`src/rtl/rca_wide_add_sequencer_if.sv`:
```
// Operand/result stream bundle for the wide-add sequencer.
// A transfer on either channel happens on a rising clk edge where valid and ready are both high;
// a producer holds valid and its data stable until that edge, and ready may be asserted regardless of valid.
interface rca_wide_add_sequencer_if #(
  parameter int WIDTH = 16,
  parameter int WORDS = 4
);
  localparam int OW = WIDTH * WORDS;

  logic          in_valid;
  logic          in_ready;
  logic [OW-1:0] in_a;
  logic [OW-1:0] in_b;
  logic          in_cin;
  logic          out_valid;
  logic          out_ready;
  logic [OW-1:0] out_sum;
  logic          out_cout;
  logic          out_ovf;

  modport master (
    output in_valid, in_a, in_b, in_cin, out_ready,
    input  in_ready, out_valid, out_sum, out_cout, out_ovf
  );

  modport slave (
    input  in_valid, in_a, in_b, in_cin, out_ready,
    output in_ready, out_valid, out_sum, out_cout, out_ovf
  );
endinterface

```
`src/rtl/rca_wide_add_sequencer.sv`:
```
// Multi-precision add controller: walks WORDS slices through an external WIDTH-bit
// ripple-carry adder, LSB slice first, chaining the carry through carry_q.
module rca_wide_add_sequencer #(
  parameter int WIDTH         = 16,
  parameter int WORDS         = 4,
  parameter int SETTLE_CYCLES = 2
) (
  input  logic                 clk,
  input  logic                 rst_n,
  rca_wide_add_sequencer_if.slave bus,
  output logic [WIDTH-1:0]     add_a,
  output logic [WIDTH-1:0]     add_b,
  output logic                 add_cin,
  input  logic [WIDTH-1:0]     add_sum,
  input  logic                 add_cout,
  output logic                 busy,
  output logic [1:0]           dbg_state
);
  localparam int OW    = WIDTH * WORDS;
  localparam int IDX_W = (WORDS > 1) ? $clog2(WORDS) : 1;
  localparam int CNT_W = (SETTLE_CYCLES > 1) ? $clog2(SETTLE_CYCLES) : 1;
  localparam logic [IDX_W-1:0] LAST_IDX = IDX_W'(WORDS - 1);
  localparam logic [CNT_W-1:0] LAST_CNT = CNT_W'(SETTLE_CYCLES - 1);

  typedef enum logic [1:0] {IDLE = 2'd0, RUN = 2'd1, DONE = 2'd2} state_t;

  state_t            state_q, state_d;
  logic [OW-1:0]     a_q, a_d, b_q, b_d, sum_q, sum_d;
  logic              carry_q, carry_d, cout_q, cout_d, ovf_q, ovf_d;
  logic [IDX_W-1:0]  idx_q, idx_d;
  logic [CNT_W-1:0]  cnt_q, cnt_d;
  logic [WIDTH-1:0]  add_a_q, add_a_d, add_b_q, add_b_d;
  logic              add_cin_q, add_cin_d;

  always_ff @(posedge clk or negedge rst_n) begin
    if (!rst_n) begin
      state_q   <= IDLE;
      a_q       <= '0;
      b_q       <= '0;
      sum_q     <= '0;
      carry_q   <= 1'b0;
      cout_q    <= 1'b0;
      ovf_q     <= 1'b0;
      idx_q     <= '0;
      cnt_q     <= '0;
      add_a_q   <= '0;
      add_b_q   <= '0;
      add_cin_q <= 1'b0;
    end else begin
      state_q   <= state_d;
      a_q       <= a_d;
      b_q       <= b_d;
      sum_q     <= sum_d;
      carry_q   <= carry_d;
      cout_q    <= cout_d;
      ovf_q     <= ovf_d;
      idx_q     <= idx_d;
      cnt_q     <= cnt_d;
      add_a_q   <= add_a_d;
      add_b_q   <= add_b_d;
      add_cin_q <= add_cin_d;
    end
  end

  always_comb begin
    state_d   = state_q;
    a_d       = a_q;
    b_d       = b_q;
    sum_d     = sum_q;
    carry_d   = carry_q;
    cout_d    = cout_q;
    ovf_d     = ovf_q;
    idx_d     = idx_q;
    cnt_d     = cnt_q;
    add_a_d   = '0;
    add_b_d   = '0;
    add_cin_d = 1'b0;

    case (state_q)
      IDLE: begin
        if (bus.in_valid) begin
          a_d     = bus.in_a;
          b_d     = bus.in_b;
          carry_d = bus.in_cin;
          idx_d   = '0;
          cnt_d   = '0;
          state_d = RUN;
        end
      end
      RUN: begin
        if (cnt_q == LAST_CNT) begin
          sum_d[idx_q*WIDTH +: WIDTH] = add_sum;
          carry_d = add_cout;
          cnt_d   = '0;
          if (idx_q == LAST_IDX) begin
            // Signed overflow: like-signed operands producing a result of the other sign.
            cout_d  = add_cout;
            ovf_d   = (a_q[OW-1] == b_q[OW-1]) && (add_sum[WIDTH-1] != a_q[OW-1]);
            state_d = DONE;
          end else begin
            idx_d = idx_q + 1'b1;
          end
        end else begin
          cnt_d = cnt_q + 1'b1;
        end
      end
      DONE: begin
        if (bus.out_ready) state_d = IDLE;
      end
      default: state_d = IDLE;
    endcase

    // Adder inputs are registered from next-state values so they change only on a clock edge.
    if (state_d == RUN) begin
      add_a_d   = a_d[idx_d*WIDTH +: WIDTH];
      add_b_d   = b_d[idx_d*WIDTH +: WIDTH];
      add_cin_d = carry_d;
    end
  end

  assign add_a         = add_a_q;
  assign add_b         = add_b_q;
  assign add_cin       = add_cin_q;
  assign busy          = (state_q == RUN);
  assign dbg_state     = state_q;
  assign bus.in_ready  = (state_q == IDLE);
  assign bus.out_valid = (state_q == DONE);
  assign bus.out_sum   = sum_q;
  assign bus.out_cout  = cout_q;
  assign bus.out_ovf   = ovf_q;
endmodule

```
`src/flat_wrapper.sv`:
```
// flat-port wrapper written by rule: the top's interface ports become plain ports
module rca_wide_add_sequencer_flat 
#(
  parameter int WIDTH         = 16,
  parameter int WORDS         = 4,
  parameter int SETTLE_CYCLES = 2
)
  (clk, rst_n, add_a, add_b, add_cin, add_sum, add_cout, busy, dbg_state, bus_in_valid, bus_in_a, bus_in_b, bus_in_cin, bus_out_ready, bus_in_ready, bus_out_valid, bus_out_sum, bus_out_cout, bus_out_ovf);
  rca_wide_add_sequencer_if #(.WIDTH(WIDTH), .WORDS(WORDS)) bus_i ();
  input  logic clk;
  input  logic rst_n;
  output logic [WIDTH-1:0] add_a;
  output logic [WIDTH-1:0] add_b;
  output logic add_cin;
  input  logic [WIDTH-1:0] add_sum;
  input  logic add_cout;
  output logic busy;
  output logic [1:0] dbg_state;
  input wire logic [$bits(bus_i.in_valid)-1:0] bus_in_valid;
  input wire logic [$bits(bus_i.in_a)-1:0] bus_in_a;
  input wire logic [$bits(bus_i.in_b)-1:0] bus_in_b;
  input wire logic [$bits(bus_i.in_cin)-1:0] bus_in_cin;
  input wire logic [$bits(bus_i.out_ready)-1:0] bus_out_ready;
  output wire logic [$bits(bus_i.in_ready)-1:0] bus_in_ready;
  output wire logic [$bits(bus_i.out_valid)-1:0] bus_out_valid;
  output wire logic [$bits(bus_i.out_sum)-1:0] bus_out_sum;
  output wire logic [$bits(bus_i.out_cout)-1:0] bus_out_cout;
  output wire logic [$bits(bus_i.out_ovf)-1:0] bus_out_ovf;
  assign bus_i.in_valid = bus_in_valid;
  assign bus_i.in_a = bus_in_a;
  assign bus_i.in_b = bus_in_b;
  assign bus_i.in_cin = bus_in_cin;
  assign bus_i.out_ready = bus_out_ready;
  assign bus_in_ready = bus_i.in_ready;
  assign bus_out_valid = bus_i.out_valid;
  assign bus_out_sum = bus_i.out_sum;
  assign bus_out_cout = bus_i.out_cout;
  assign bus_out_ovf = bus_i.out_ovf;
  rca_wide_add_sequencer #(.WIDTH(WIDTH), .WORDS(WORDS), .SETTLE_CYCLES(SETTLE_CYCLES)) u_core (.clk(clk), .rst_n(rst_n), .bus(bus_i), .add_a(add_a), .add_b(add_b), .add_cin(add_cin), .add_sum(add_sum), .add_cout(add_cout), .busy(busy), .dbg_state(dbg_state));
endmodule
```
`config.mk`:
```
export PLATFORM = sky130hd
export DESIGN_NAME = rca_wide_add_sequencer_flat
export DESIGN_NICKNAME = d
export VERILOG_FILES = /design/src/rtl/rca_wide_add_sequencer_if.sv /design/src/rtl/rca_wide_add_sequencer.sv /design/src/flat_wrapper.sv
export SDC_FILE = /design/constraint.sdc
export NUM_CORES = 1
export LEC_CHECK = 0
export CELL_PAD_IN_SITES_DETAIL_PLACEMENT = 1
export CELL_PAD_IN_SITES_GLOBAL_PLACEMENT = 1
export CORE_ASPECT_RATIO = 1.2
export CORE_MARGIN = 2
export CORE_UTILIZATION = 35
export CTS_CLUSTER_SIZE = 24
export DETAILED_ROUTE_END_ITERATION = 8
export PLACE_DENSITY_LB_ADDON = 0.25
export SETUP_SLACK_MARGIN = 0.02
export SLEW_MARGIN = 25
export SYNTH_ARGS = -nofsm -noshare
export SYNTH_HDL_FRONTEND = slang
export SYNTH_SLANG_ARGS = --single-unit
```
`constraint.sdc`:
```
create_clock -name clk -period 5.69 [get_ports clk]
set_clock_uncertainty 0.2 [all_clocks]
set_input_delay 1.707 -clock clk [delete_from_list [all_inputs] [get_ports clk]]
set_output_delay 1.707 -clock clk [all_outputs]
set_load 0.02 [all_outputs]
```
==> run_results.csv, run 1 <==
group,metric,value,unit
run_status,status,"completed",
power_and_ir_drop,p_switching,3.04,mW
floorplanning,dieArea,29100,um^2
power_and_ir_drop,pwr-share-seq,0.357,
floorplanning,core-area,27200,um^2
worst_setup_path,critical_path_class,"reg2out",
logic_synthesis,syn_inst,1014,
floorplanning,die-width,156,um
worst_setup_path,r2r_cells,6,
cts,cts_made_buffers,25,
final_layout,utilization,0.491,
logic_synthesis,synth-edff-count,0,
route,dr_total_vias,7809,
placement,hpwl,19500,um
logic_synthesis,yosys-top-cells-area,"dfrtp_1, nand2_1, mux2i_1",
run,maxCapViolations,0,
cts,root_buffer,"clkbuf_16",
power_and_ir_drop,swShare,0.383,
timing,period_needed,4060,ps
cts,clock-sinks,233,
final_layout,drive_gt1_frac,0.0468,
timing,final.period_utilization,0.714,
final_layout,syn_to_final_growth,37.5,%
power_and_ir_drop,p_per_area,596,nW/um^2
cts,htree_levels,1,
final_layout,nNetsFinal,1401,
placement,placed_area,12400,um^2
global_route,grt_util_all_layers,0.199,
timing,rsz0062_at_grt,"false",
timing,max_freq,0.246,GHz
placement,place.gp.congestion,0.785,
power_and_ir_drop,internal-power,4.90,mW
final_layout,multi_input_area,3570,um^2
timing,final-setup-viol-count,0,
placement,portBuffers,253,
worst_setup_path,crit_fanout,11,
logic_synthesis,synth-seq-cells,233,
cts,clk_latency,510,ps
worst_setup_path,cp.required,3780,ps
floorplanning,rows,66,
logic_synthesis,syn-cell-area,9700,um^2
timing,hold_viol_final,0,
worst_setup_path,arrival,2160,ps
worst_setup_path,cp-end-kind,"output port",
logic_synthesis,synth_cell_type_count,30,
route,viasPerCell,4.87,
cts,cts.clk_slew.worst_paths,60,ps
worst_hold_path,hold_path.class,"reg2reg",
floorplanning,io-pin-count,254,
cts,post_cts_buffers,0,
route,first_iter_violations,271,
final_layout,seq_area,5830,um^2
timing,worstMarginPinSlew,972,ps
logic_synthesis,synth_top_cell_area_share,0.601,
route,avgRoutedWirePerCell,18.1,um
logic_synthesis,synth_nets,1171,
global_route,grt_pass1_wl,46300,um
floorplanning,fp.dieH,186,um
logic_synthesis,synth-seq-area-share,0.601,
floorplanning,initial_utilization,0.357,
final_layout,fillers,3098,
logic_synthesis,synth_warnings,0,
route,ant_nets,0,
timing,hold-worst-slack,273,ps
global_route,grt_max_degree,115,
power_and_ir_drop,combPwrFrac,0.424,
power_and_ir_drop,finalPower,7.94,mW
final_layout,final_area,13300,um^2
cts,holdBufCountCts,0,
cts,tritoncts,"yes",
logic_synthesis,synth.avg_cell_area,9.57,um^2
logic_synthesis,synth_top_area_cell,"dfrtp_1",
power_and_ir_drop,p_leak,6.36,nW
cts,cts_resized,0,
route,drt_pass1_iterations,4,
logic_synthesis,synthTopCellsByCount,"nand2_1, dfrtp_1, mux2i_1",
route,drc,0,
timing,slew_headroom,0.349,
worst_hold_path,hold_path_depth,2,
worst_setup_path,critPathLaunchType,"register",
power_and_ir_drop,ir_worst_vdd,0.406,mV
logic_synthesis,yosysMostFrequentCell,"nand2_1",
cts,clockBufferDepth,3,
global_route,first_global_vias,8452,
timing,slew_violations,0,
logic_synthesis,async_flop_share,1.00,
global_route,antenna_found_initial,2,
route,finalWirelength,29000,um
global_route,grt_overflow_total,0,
logic_synthesis,synthFlopType,"dfrtp_1",
timing,tns,0,ps
power_and_ir_drop,pwr-share-clk,0.219,
==> power by group through the flow <==
| stage | logic, mW | clock network (mW) | registers, mW |
|---|---|---|---|
| floorplan | 1.94 | 0 | 3.07 |
| global route | 3.72 | 1.84 | 2.92 |
| CTS | 3.39 | 1.78 | 2.84 |
| detailed placement | 3.37 | 0 | 2.85 |
| finish | 3.37 | 1.74 | 2.84 |
| global placement | 3.26 | 0 | 2.84 |
==> cells in the final DEF (no fill, tap or decap), drive strengths merged, types with 6 or more instances in the layout <==
master         count
clkdlybuf4s50    252
clkbuf            38
o221ai            32
o21ai             67
buf               10
nand2            522
mux2i             64
ha                 7
nor3b              6
dfrtp            233
==> path summary, 6_finish.rpt <==
| kind | start | to | slack [ps] |
|---|---|---|---|
| max | u_core.dbg_state[0] | bus_in_ready | 1630 |
| min | u_core.a_q[62] | u_core.a_q[62] | 270 |
| max reg2reg | u_core.idx_q[0] | u_core.add_a[8] | 2630 |
| min reg2reg | u_core.a_q[62] | u_core.a_q[62] | 270 |
| max in group asynchronous | rst_n | u_core.b_q[50] | 3270 |
| min in group asynchronous | rst_n | u_core.bus.out_sum[55] | 1040 |
==> final cells by class <==
cell class,count,area share
Antenna cell,1,0.000188
Timing Repair Buffer,262,0.196
Inverter,4,0.00113
Sequential cell,233,0.437
Clock inverter,6,0.00976
Clock buffer,38,0.0558
Tap cell,340,0.0319
Multi-Input combinational cell,718,0.268
==> cells by family after synthesis <==
logic type	synth area share
adders and majority gates	0.00902
AOI/OAI and AO/OA	0.0691
muxes	0.0683
and+or+nand+nor	0.217
DFF	0.601
buffers and inverters	0.0356
==> sequential cells by signal (all words and copies together) (netlist names) <==
signal / count
u_core.dbg_state: 2
u_core.b_q: 64
u_core.add_b: 16
u_core.cnt_q: 1
u_core.bus.out_sum: 64
u_core.idx_q: 2
u_core.add_cin: 1
u_core.add_a: 16
u_core.bus.out_ovf: 1
u_core.a_q: 64
u_core.carry_q: 1
u_core.bus.out_cout: 1
==> through the flow <==
step                setup slack, ps  std cells
detailed placement             1540       1557
global route                   1480       1601
global placement               1660       1557
finish                         1630       1602
floorplan                      2610       1014
CTS                            1560       1601
==> critical path, cell delays in order (launching register included) <==
cell and delay [ps]:
dfrtp_1 530, nor2_1 410, clkdlybuf4s50_1 700
==> layer usage <==
metal / GRT usage / part of all wire / vias up
met3: 0.0379 / 0.053 / 39
met1: 0.258 / 0.44 / 3831
met5: 0 / 0.00038 / -
met4: 0.0427 / 0.018 / 2
li1: - / - / 3731
met2: 0.348 / 0.49 / 206
Power figures use the tool's default switching activity.
==> run 2, diff against run 1 <==
==> constraint.sdc (replaced) <==
create_clock -name clk -period 3.88 [get_ports clk]
set_clock_uncertainty 0.2 [all_clocks]
set_input_delay 1.164 -clock clk [delete_from_list [all_inputs] [get_ports clk]]
set_output_delay 1.164 -clock clk [all_outputs]
set_load 0.02 [all_outputs]
==> run 2 against run 1 <==
Net effect: total power is 45% higher; setup slack worse by 1200 ps; sequential power is 48% higher; die area stayed put; final cell count is 0.50% higher; critical path depth stayed put; combinational power is 50% higher; register-to-register slack worse by 1700 ps; wire length is 1.3% lower; cell area is 0.46% higher; non-clock buffer count is 7 higher.
==> run_results.csv, run 2 (synthesis gave the netlist of run 1 again) <==
group,metric,value,unit
power_and_ir_drop,p_per_area,861,nW/um^2
global_route,antenna_found_initial,3,
floorplanning,core-area,27200,um^2
route,viasPerCell,4.84,
power_and_ir_drop,p_switching,4.45,mW
worst_setup_path,critical_path_class,"reg2out",
global_route,first_global_vias,8335,
route,avgRoutedWirePerCell,17.8,um
run,maxCapViolations,0,
floorplanning,dieArea,29100,um^2
placement,place.gp.congestion,0.761,
cts,cts_made_buffers,25,
power_and_ir_drop,p_leak,6.40,nW
placement,hpwl,20200,um
timing,period_needed,3460,ps
floorplanning,die-width,156,um
timing,max_freq,0.289,GHz
route,ant_nets,0,
timing,tns,0,ps
worst_hold_path,hold_path.class,"reg2reg",
power_and_ir_drop,combPwrFrac,0.437,
global_route,grt_pass1_wl,45900,um
route,first_iter_violations,330,
cts,clockBufferDepth,3,
worst_setup_path,critPathSlowestCell,"clkdlybuf4s50_1",
cts,cts_resized,0,
route,drt_pass1_iterations,4,
floorplanning,rows,66,
power_and_ir_drop,finalPower,11.5,mW
power_and_ir_drop,swShare,0.386,
cts,holdBufCountCts,0,
worst_setup_path,arrival,2090,ps
route,drc,0,
worst_setup_path,cpPeakStageDelay,750,ps
timing,rsz0062_at_grt,"false",
route,dr_total_vias,7791,
timing,final-setup-viol-count,0,
floorplanning,fp.dieH,186,um
cts,htree_levels,1,
global_route,grt_overflow_total,0,
worst_setup_path,crit_path_cell_trace,"nor2_1 > clkdlybuf4s50_1",
cts,cts.clk_slew.worst_paths,60,ps
final_layout,drive_gt1_frac,0.0536,
placement,portBuffers,253,
final_layout,syn_to_final_growth,38.1,%
timing,worstMarginPinSlew,1040,ps
worst_setup_path,critPathLaunchType,"register",
final_layout,nNetsFinal,1408,
final_layout,final_cell_mix,"nand2_1, clkdlybuf4s50_1, dfrtp_1, mux2i_1, o21ai_0",
worst_setup_path,cp-end-kind,"output port",
power_and_ir_drop,pwr-share-clk,0.200,
worst_setup_path,crit_fanout,11,
timing,hold_viol_final,0,
timing,final.period_utilization,0.891,
cts,root_buffer,"clkbuf_16",
power_and_ir_drop,pwr-share-seq,0.363,
timing,slew_headroom,0.305,
power_and_ir_drop,internal-power,7.09,mW
global_route,grt_max_degree,89,
worst_setup_path,cp.required,2520,ps
run_status,status,"completed",
floorplanning,initial_utilization,0.357,
cts,post_cts_buffers,0,
timing,slew_violations,0,
final_layout,final_common_cell,"nand2_1",
floorplanning,io-pin-count,254,
cts,tritoncts,"yes",
power_and_ir_drop,ir_worst_vdd,0.581,mV
cts,clk_latency,520,ps
cts,clock-sinks,233,
route,finalWirelength,28700,um
timing,hold-worst-slack,272,ps
global_route,grt_util_all_layers,0.198,
-- run 2: through the flow --
| step | instance area, um^2 | worst slack [ps] | instances | utilization |
|---|---|---|---|---|
| floorplan | 9700 | 1350 | 1014 | - |
| global placement | 12600 | 577 | 1564 | 0.463 |
| detailed placement | 12600 | 488 | 1564 | 0.463 |
| CTS | 13400 | 388 | 1608 | 0.493 |
| global route | 13400 | 298 | 1608 | 0.493 |
| finish | 13400 | 421 | 1610 | 0.493 |
-- run 2: critical path, delay by kind of cell (launching register included) --
family,cells,cell delay (ps)
flip-flops,1,540
AND/OR/NAND/NOR,1,300
buffers and inverters,1,750
-- run 2: layer usage --
layer | global-route usage | wire [um] | vias up
met5 | 0 | 13 | -
li1 | - | - | 3751
met2 | 0.334 | 13900 | 209
met4 | 0.0427 | 530 | 2
met1 | 0.267 | 12600 | 3794
met3 | 0.0348 | 1640 | 35
-- run 2: final timing paths --
check | start | end | slack [ps] | depth (start not counted)
min in group asynchronous | rst_n | u_core.bus.out_sum[59] | 440 | 1
setup reg to reg | u_core.idx_q[0] | u_core.bus.out_sum[45] | 970 | 5
max in group asynchronous | rst_n | u_core.a_q[7] | 2270 | 2
hold reg to reg | u_core.a_q[18] | u_core.a_q[18] | 270 | 2
hold / removal | u_core.a_q[18] | u_core.a_q[18] | 270 | 2
setup / recovery | u_core.dbg_state[0] | bus_in_ready | 420 | 2
-- run 2: layout make-up --
type / count / area [um^2]
Antenna cell: 2 / 5.00
Tap cell: 340 / 425
Clock inverter: 9 / 76.3
Multi-Input combinational cell: 718 / 3570
Fill cell: 3067 / 13800
Sequential cell: 233 / 5830
Clock buffer: 35 / 723
Timing Repair Buffer: 269 / 2760
Inverter: 4 / 15.0
-- run 2: power by group through the flow --
stage | combinational, mW | sequential [mW] | clock [mW]
2_1_floorplan | 2.85 | 4.50 | 0
3_3_place_gp | 4.89 | 4.20 | 0
3_5_place_dp | 5.08 | 4.21 | 0
4_1_cts | 5.11 | 4.19 | 2.38
5_1_grt | 5.57 | 4.31 | 2.49
6_report | 5.04 | 4.19 | 2.31
